<file path="src/rtl/up_counter_pkg.sv">
// Shared definitions for the up-counter controller: FSM state encoding and
// the prescaler counter width.
package up_counter_pkg;

   typedef enum logic [1:0] {
      ST_IDLE = 2'd0,
      ST_RUN  = 2'd1,
      ST_DONE = 2'd2
   } state_e;

   // Wide enough for the largest legal PRESC value (255).
   localparam int PRESC_W = 8;

endpackage

</file>
<file path="src/rtl/up_counter_ctrl_tick_gen.sv">
// Prescaler: while enabled, raises tick once every PRESC cycles; a synchronous
// clear restarts the division phase.
module tick_gen
   import up_counter_pkg::*;
#(
   parameter int PRESC = 1
) (
   input  logic clk,
   input  logic reset,
   input  logic en_i,
   input  logic clr_i,
   output logic tick_o
);

   localparam logic [PRESC_W-1:0] LAST_CNT = PRESC_W'(PRESC - 1);

   logic [PRESC_W-1:0] cnt_q;
   logic [PRESC_W-1:0] cnt_d;

   assign tick_o = en_i & (cnt_q == LAST_CNT);

   // clear wins over enable so a restart always begins a full PRESC period
   always_comb begin
      cnt_d = cnt_q;
      if (clr_i) begin
         cnt_d = '0;
      end else if (en_i) begin
         if (tick_o) begin
            cnt_d = '0;
         end else begin
            cnt_d = cnt_q + PRESC_W'(1);
         end
      end else begin
         cnt_d = cnt_q;
      end
   end

   always_ff @(posedge clk or posedge reset) begin
      if (reset) begin
         cnt_q <= '0;
      end else begin
         cnt_q <= cnt_d;
      end
   end

endmodule

</file>
<file path="src/rtl/up_counter_ctrl.sv">
// Up counter with IDLE/RUN/DONE control, prescaled counting, one-shot or
// free-running wrap, and saturating synchronous load.
module up_counter_ctrl
   import up_counter_pkg::*;
#(
   parameter int WIDTH = 4,
   parameter int PRESC = 1
) (
   input  logic             clk,
   input  logic             reset,
   input  logic             start,
   input  logic             stop,
   input  logic             oneshot,
   input  logic             load,
   input  logic [WIDTH-1:0] load_val,
   input  logic [WIDTH-1:0] max_val,
   output logic [WIDTH-1:0] counter,
   output logic             tc,
   output logic             wrap,
   output logic             busy,
   output logic             done
);

   state_e           state_q;
   state_e           state_d;
   logic [WIDTH-1:0] counter_q;
   logic [WIDTH-1:0] counter_d;
   logic             wrap_q;
   logic             wrap_d;
   logic             busy_q;
   logic             busy_d;
   logic             done_q;
   logic             done_d;

   logic             run_s;
   logic             tick_s;
   logic             presc_clr_s;
   logic             at_term_s;
   logic [WIDTH-1:0] load_sat_s;

   assign run_s      = (state_q == ST_RUN);
   assign at_term_s  = (counter_q >= max_val);
   assign load_sat_s = (load_val > max_val) ? max_val : load_val;

   tick_gen #(
      .PRESC (PRESC)
   ) u_tick_gen (
      .clk    (clk),
      .reset  (reset),
      .en_i   (run_s),
      .clr_i  (presc_clr_s),
      .tick_o (tick_s)
   );

   // Load overrides count, start and tick, but a simultaneous stop still
   // drops a running counter back to IDLE.
   always_comb begin
      state_d     = state_q;
      counter_d   = counter_q;
      wrap_d      = 1'b0;
      presc_clr_s = 1'b0;
      if (load) begin
         counter_d   = load_sat_s;
         presc_clr_s = 1'b1;
         if ((state_q == ST_RUN) && !stop) begin
            state_d = ST_RUN;
         end else begin
            state_d = ST_IDLE;
         end
      end else if (stop) begin
         presc_clr_s = 1'b1;
         state_d     = ST_IDLE;
      end else begin
         case (state_q)
            ST_IDLE: begin
               if (start) begin
                  state_d     = ST_RUN;
                  presc_clr_s = 1'b1;
               end else begin
                  state_d = ST_IDLE;
               end
            end
            ST_RUN: begin
               if (tick_s) begin
                  if (!at_term_s) begin
                     counter_d = counter_q + WIDTH'(1);
                  end else if (oneshot) begin
                     counter_d = max_val;
                     state_d   = ST_DONE;
                  end else begin
                     counter_d = '0;
                     wrap_d    = 1'b1;
                  end
               end else begin
                  state_d = ST_RUN;
               end
            end
            ST_DONE: begin
               if (start) begin
                  state_d     = ST_RUN;
                  counter_d   = '0;
                  presc_clr_s = 1'b1;
               end else begin
                  state_d = ST_DONE;
               end
            end
            default: begin
               state_d = ST_IDLE;
            end
         endcase
      end
   end

   // Status flags follow the state being entered so they align with it.
   always_comb begin
      busy_d = (state_d == ST_RUN);
      done_d = (state_d == ST_DONE);
   end

   always_ff @(posedge clk or posedge reset) begin
      if (reset) begin
         state_q   <= ST_IDLE;
         counter_q <= '0;
         wrap_q    <= 1'b0;
         busy_q    <= 1'b0;
         done_q    <= 1'b0;
      end else begin
         state_q   <= state_d;
         counter_q <= counter_d;
         wrap_q    <= wrap_d;
         busy_q    <= busy_d;
         done_q    <= done_d;
      end
   end

   assign counter = counter_q;
   assign tc      = at_term_s;
   assign wrap    = wrap_q;
   assign busy    = busy_q;
   assign done    = done_q;

endmodule

</file>
<file path="config.mk">
export PLATFORM = sky130hd
export DESIGN_NAME = up_counter_ctrl
export DESIGN_NICKNAME = d
export VERILOG_FILES = /design/src/rtl/up_counter_pkg.sv /design/src/rtl/up_counter_ctrl_tick_gen.sv /design/src/rtl/up_counter_ctrl.sv
export SDC_FILE = /design/constraint.sdc
export NUM_CORES = 1
export LEC_CHECK = 0
export BUFFER_PORTS_ARGS = -buffer_cell sky130_fd_sc_hd__buf_4
export CELL_PAD_IN_SITES_DETAIL_PLACEMENT = 2
export CELL_PAD_IN_SITES_GLOBAL_PLACEMENT = 2
export CORE_MARGIN = 4
export CORE_UTILIZATION = 36
export CTS_BUF_LIST = sky130_fd_sc_hd__clkbuf_8 sky130_fd_sc_hd__clkbuf_16
export CTS_CLUSTER_SIZE = 10
export DETAILED_ROUTE_END_ITERATION = 16
export HOLD_SLACK_MARGIN = 0.1
export PLACE_DENSITY = 0.91
export SKIP_LAST_GASP = 1
export SLEW_MARGIN = 10
export SYNTH_ARGS = -nofsm -noshare
export SYNTH_HDL_FRONTEND = slang
export SYNTH_SLANG_ARGS = --single-unit
</file>
<file path="constraint.sdc">
create_clock -name clk -period 4.47 [get_ports clk]
set_input_delay 0.2235 -clock clk [delete_from_list [all_inputs] [get_ports clk]]
set_output_delay 0.2235 -clock clk [all_outputs]
set_load 0.02 [all_outputs]
</file>
**Word level (Yosys, flattened, before mapping)**

Index checks and enable logic that the tools add are counted.

- Input port bits: 14
- Output and inout bits: 8
- Word-level logic and storage cells: 56
- Flip-flop bits (word level): 17

- Reduce and logical (&&, ||, !) cells: 8
- Equality and inequality tests: 7
- Bitwise gates (word level): 1
- Mux-type cells: 30
- Add/sub/neg operators: 2
- $lt $le $gt $ge: 2

Operator list:

| operator | number |
|---|---|
| $mux W4 | 7 |
| $mux W8 | 3 |
| $mux W1 | 12 |
| $mux W2 | 6 |
| $add A8 B1 Y8 const B | 1 |
| $logic_not A8 Y1 | 1 |
| $pmux W4 S2 | 1 |
| $ne A3 B3 Y1 const B | 2 |
| $pmux W2 S3 | 1 |
| $add A4 B1 Y4 const B | 1 |
| $eq A2 B1 Y1 const B | 2 |
| $eq A2 B2 Y1 const B | 2 |
| $ge A4 B4 Y1 | 1 |
| $gt A4 B4 Y1 | 1 |
| $reduce_and A4 Y1 | 1 |
| $reduce_bool A3 Y1 | 1 |
| $logic_not A2 Y1 | 1 |
| $ne A2 B1 Y1 const B | 1 |
| $reduce_bool A2 Y1 | 1 |
| $reduce_or A2 Y1 | 1 |
| $and A1 B1 Y1 | 1 |
| $logic_and A1 B1 Y1 | 1 |
| $logic_not A1 Y1 | 1 |

**Logic depth before layout (Yosys ltp)**

- Word-level depth: 7
- Depth in mapped cells: 7
- Mapped depth without buffers: 7

**Hierarchy**

A second synthesis with hierarchy kept.

- Cell total of the unflattened synthesis: 133
- Area total of the unflattened synthesis: 1236.2 sq um

By module, submodules not included:

| module | times used | sequential area each (sq um) | area each (sq um) | cells each |
|---|---|---|---|---|
| up_counter_ctrl | 1 | 225.2 | 758.2 | 84 |
| tick_gen | 1 | 200.2 | 478.0 | 49 |

**Worst setup path before layout**

No wires, ideal clock.

- Path type: reg-to-reg
- Start: register counter_q[0], in the netlist counter[0]
- End: register counter_q[1], in the netlist counter[1]
- Required time: 4.382 ns
- Setup slack: 2.509 ns
- Arrival: 1.872 ns
- Cell stages (with the launch flop): 8
- Clock period less this slack: 1.961 ns
- Path buffers: 0
- Library setup time: 0.088 ns
- Cell sequence: dfrtp_1 inv_1 ha_1 nor2b_1 o21a_1 nor2_1 nand4_1 a41oi_1

- Word-level cells in the longest chain between the ends: 6
- Elaborated cells on any way between the ends: 7
- Classes of those cells: add/sub: 1; order compare: 1; mux: 5

RTL lines:

| what | line | source |
|---|---|---|
| from (decl) | up_counter_ctrl.sv:26 | `logic [WIDTH-1:0] counter_q;` |
| from (signal assigned) | up_counter_ctrl.sv:129 | `counter_q <= counter_d;` |
| $ge A4 B4 Y1 | up_counter_ctrl.sv:42 | `assign at_term_s = (counter_q >= max_val);` |
| via tc | up_counter_ctrl.sv:18 | `output logic tc,` |
| $mux W4 | up_counter_ctrl.sv:85 | `if (!at_term_s) begin` |
| $mux W4 | up_counter_ctrl.sv:84 | `if (tick_s) begin` |
| $pmux W4 S2 | up_counter_ctrl.sv:74 | `case (state_q)` |
| $mux W4 | up_counter_ctrl.sv:70 | `end else if (stop) begin` |
| $mux W4 | up_counter_ctrl.sv:62 | `if (load) begin` |

The timed path passes the listed nets, and every way through them passes these cells. The select of a mux whose other input is x is not followed.
A chain may end at the register's enable or synchronous reset.

**Worst setup path in the final report**

- Start: register counter_q[1], in the netlist counter[1]
- End: output port tc

- Word-level cells in the longest chain between the ends: 1

RTL lines:

| what | line |
|---|---|
| $ge A4 B4 Y1 | up_counter_ctrl.sv:42 |
| to (decl) | up_counter_ctrl.sv:18 |

Every way passes these cells.

==> out/qor.yml <==
slew_headroom: 0.542
crit_path_start_kind: "flip-flop"
instances_no_fill: 216
drc: 0
arrival_ns: 1.90
floorplan.initialDensity: 0.379
globalRouteTotalUtil: 0.204
max-cap-violations: 0
setup.worst_path.end_class: "primary output"
post_cts.resized_instances: 0
num_rows: 21
layout_min_cycle_time_ns: 2.12
synth.ff_latch_count: 17
wirelength_um: 4220
grt_antenna_before_repair: 0
clock_latency_ns: 0.25
timing.critical_path.fanout_max: 6
crit_chain: "ha_1 > clkinv_1 > o21a_1 > nor2_1 > buf_4"
path_delay_family: "flip-flops"
seq_total_area_yosys: 0.331
final_min_period_over_clock_period: 0.475
run_status: "finished clean"
clk_root_buffer_cell: "sky130_fd_sc_hd__clkbuf_8"
post-route-worst-setup-slack_ns: 2.35
worst-slew-pin-transition_ns: 0.687
flow.area_growth_from_synthesis_pct: 19.1
postSynthAreaPerCell_um2: 8.74
drt_pre_antenna_iters: 4
grt_pass1_vias: 1410
grt_pass1_wl_um: 6830
die_area_um2: 4590
dpl_worst_slack_ns: 2.49
area_share_of_the_largest_cell_type_after_synthesis: 0.331
portBuffers: 21
synth.yosys.warnings: 0
number_of_fill_cells: 385
pwr_density_cell_nw_per_um2: 338
critical_path.max_stage_delay_ns: 0.47
postLayoutCellArea_um2: 1530
post-place-cells: 211
finalCoreUtilization: 0.451
finalMaxSlewViolations: 0
fp.coreArea_um2: 3390
grt_setup_unrepaired: "false"
finalHoldViolCount: 0
vias: 1231
fmaxAchievable_mhz: 471
ctsHtreeMaxLevel: 1
post_route_cells_drive_above_1_share: 0.171
multi_input_area_um2: 796
chipWidth_um: 67.7
synthesis.instances: 147
place_area_um2: 1470
cts_made_buffers: 3
fp.dieH_um: 67.7
post_drt_wl_per_cell_um: 19.5
critPathSlowestCell: "sky130_fd_sc_hd__dfrtp_1"
mappedNetlistNets: 172
design.portCount: 22
p_leak_uw: 0.000690
synth_cell_types: 41
gp_congestion: 0.870
hold_class: "input port to flip-flop"
grt_max_degree: 18
route.antenna.remaining_nets: 0
setup-tns-final_ns: 0
num-nets-final: 196
post_synth_instance_area_um2: 1280
clkTransAtPathRegs_ns: 0.07
top_post_synthesis_cells_by_area: "sky130_fd_sc_hd__dfrtp_1, sky130_fd_sc_hd__ha_1, sky130_fd_sc_hd__nand2_1"
clock-sinks: 17
report.final.setup_viol: 0
worstPathBufferInverterCount: 2
area_taken_by_flip_flops_and_latches_um2: 425
worst_clock_skew_ns: 0.00175
critPathRequiredTime_ns: 4.25
grt-ovfl-total: 0
vias_per_cell: 5.70
cts_buffer_depth: 2
estimated_wirelength_of_the_detail_placed_design_um: 3430
vdd_drop_max_v: 0.000142
cts_tree: "yes"
yosys.area.top_type: "sky130_fd_sc_hd__dfrtp_1"
n_antenna_cell: 0
drt-initial-drc-count: 35
critical_path_class: "flip-flop to primary output"
-- synthesized netlist by cell type (all sizes together) --
library cell and count:
dfrtp 17, nand2 17, nor2 14, ha 11, inv 9, nand4 7
o21ai 7, xor2 6, nand3 5, nor2b 4, nor3 4, o22ai 4
a21oi 3, a41oi 3, and3 3, nand2b 3, o32ai 3, or3 3
a221oi 2, a31oi 2, buf 2, nor4b 2, o211ai 2, a21o 1
a2bb2oi 1, and2 1, and2b 1, clkbuf 1, clkinv 1, mux2i 1
o211a 1, o21a 1, o21bai 1, o311a 1, or2 1, or4 1
xnor2 1
-- through the flow --
stage / hold slack [ns] / power [uW]
after global routing: 0.146 / 552
after floorplan: 0.150 / 319
after detailed placement: 0.373 / 402
after global placement: 0.353 / 384
final: 0.143 / 517
after CTS: 0.139 / 522
-- path summary, 6_finish.rpt --
check | slack (ns) | endpoint | cells after the start | from
min in group asynchronous | 0.66 | done | 3 | reset
max in group asynchronous | 3.37 | u_tick_gen.cnt_q[2] | 3 | reset
worst max-delay path | 2.35 | tc | 5 | counter[1]
worst min register to register | 0.54 | u_tick_gen.cnt_q[7] | 1 | u_tick_gen.cnt_q[7]
worst min-delay path | 0.14 | state_q[0] | 2 | stop
worst max register to register | 2.40 | counter[0] | 7 | u_tick_gen.cnt_q[0]
-- layer usage --
| layer | wire [um] | track usage | vias up |
|---|---|---|---|
| li1 | - | - | 584 |
| met1 | 1590 | 0.208 | 616 |
| met2 | 2410 | 0.409 | 23 |
| met3 | 98 | 0.0166 | 8 |
| met4 | 128 | 0.0911 | 0 |
| met5 | 0 | 0 | - |
-- logic make-up after synthesis --
kind of cell | count (synthesis) | share of synthesized area
AND/OR/NAND/NOR | 66 | 0.269
AO/OA/AOI/OAI | 32 | 0.188
flip-flops | 17 | 0.331
buffers and inverters | 13 | 0.0497
adder cells (fa/ha/maj) | 11 | 0.107
XOR/XNOR | 7 | 0.0477
multiplexers | 1 | 0.00779
-- layout make-up --
class                   count  share of cell area
clock inverters             1             0.00327
flip-flops and latches     17               0.278
well taps                  46              0.0376
clock buffers               3              0.0270
repair buffers             22               0.110
multi-input cells         117               0.520
inverters                  10              0.0245
-- worst register-to-register path: cells and delay by family, from the launching register on --
family                   cells  cell delay, ns
AND/OR/NAND/NOR              2            0.70
adder cells (fa/ha/maj)      1            0.18
flip-flops                   1            0.40
AO/OA/AOI/OAI                3            0.55
buffers and inverters        1            0.12
-- flip-flops by register name, indices dropped and copies added (netlist names) --
register and cells:
busy 1, counter 4, done 1, u_tick_gen.cnt_q 8, wrap 1, state_q 2
-- layout by cell type (no fill, tap or decap), types with 3 or more instances in the layout --
cell                       synthesis  final
sky130_fd_sc_hd__o21ai_1           4      4
sky130_fd_sc_hd__nor3_1            4      4
sky130_fd_sc_hd__buf_4             0     21
sky130_fd_sc_hd__clkbuf_8          0      3
sky130_fd_sc_hd__o21ai_0           3      3
sky130_fd_sc_hd__nand2_1          16     16
sky130_fd_sc_hd__nor2_1           14     14
sky130_fd_sc_hd__a21oi_1           3      3
sky130_fd_sc_hd__o22ai_1           4      4
sky130_fd_sc_hd__o32ai_1           3      3
sky130_fd_sc_hd__inv_1             9      9
sky130_fd_sc_hd__dfrtp_1          17     17
sky130_fd_sc_hd__a41oi_1           3      3
sky130_fd_sc_hd__nand3_1           5      5
sky130_fd_sc_hd__nand4_1           7      7
sky130_fd_sc_hd__ha_1             11     11
sky130_fd_sc_hd__nand2b_1          3      3
sky130_fd_sc_hd__or3_1             3      3
sky130_fd_sc_hd__xor2_1            6      6
sky130_fd_sc_hd__nor2b_1           4      4
-- power by group --
| group | switching, uW | internal [uW] | leakage (uW) |
|---|---|---|---|
| combinational | 123 | 85.9 | 0.000439 |
| clock | 56.6 | 61.9 | 0.0000255 |
| sequential | 23.2 | 167 | 0.000225 |
-- what timing repair did --
| action | in CTS | in global routing |
|---|---|---|
| hold buffers | 1 | 0 |
| buffers inserted | 0 | 0 |
| setup endpoints to repair | 0 | 0 |
| hold endpoints to repair | 4 | 0 |
(Power assumes the default switching activity.)
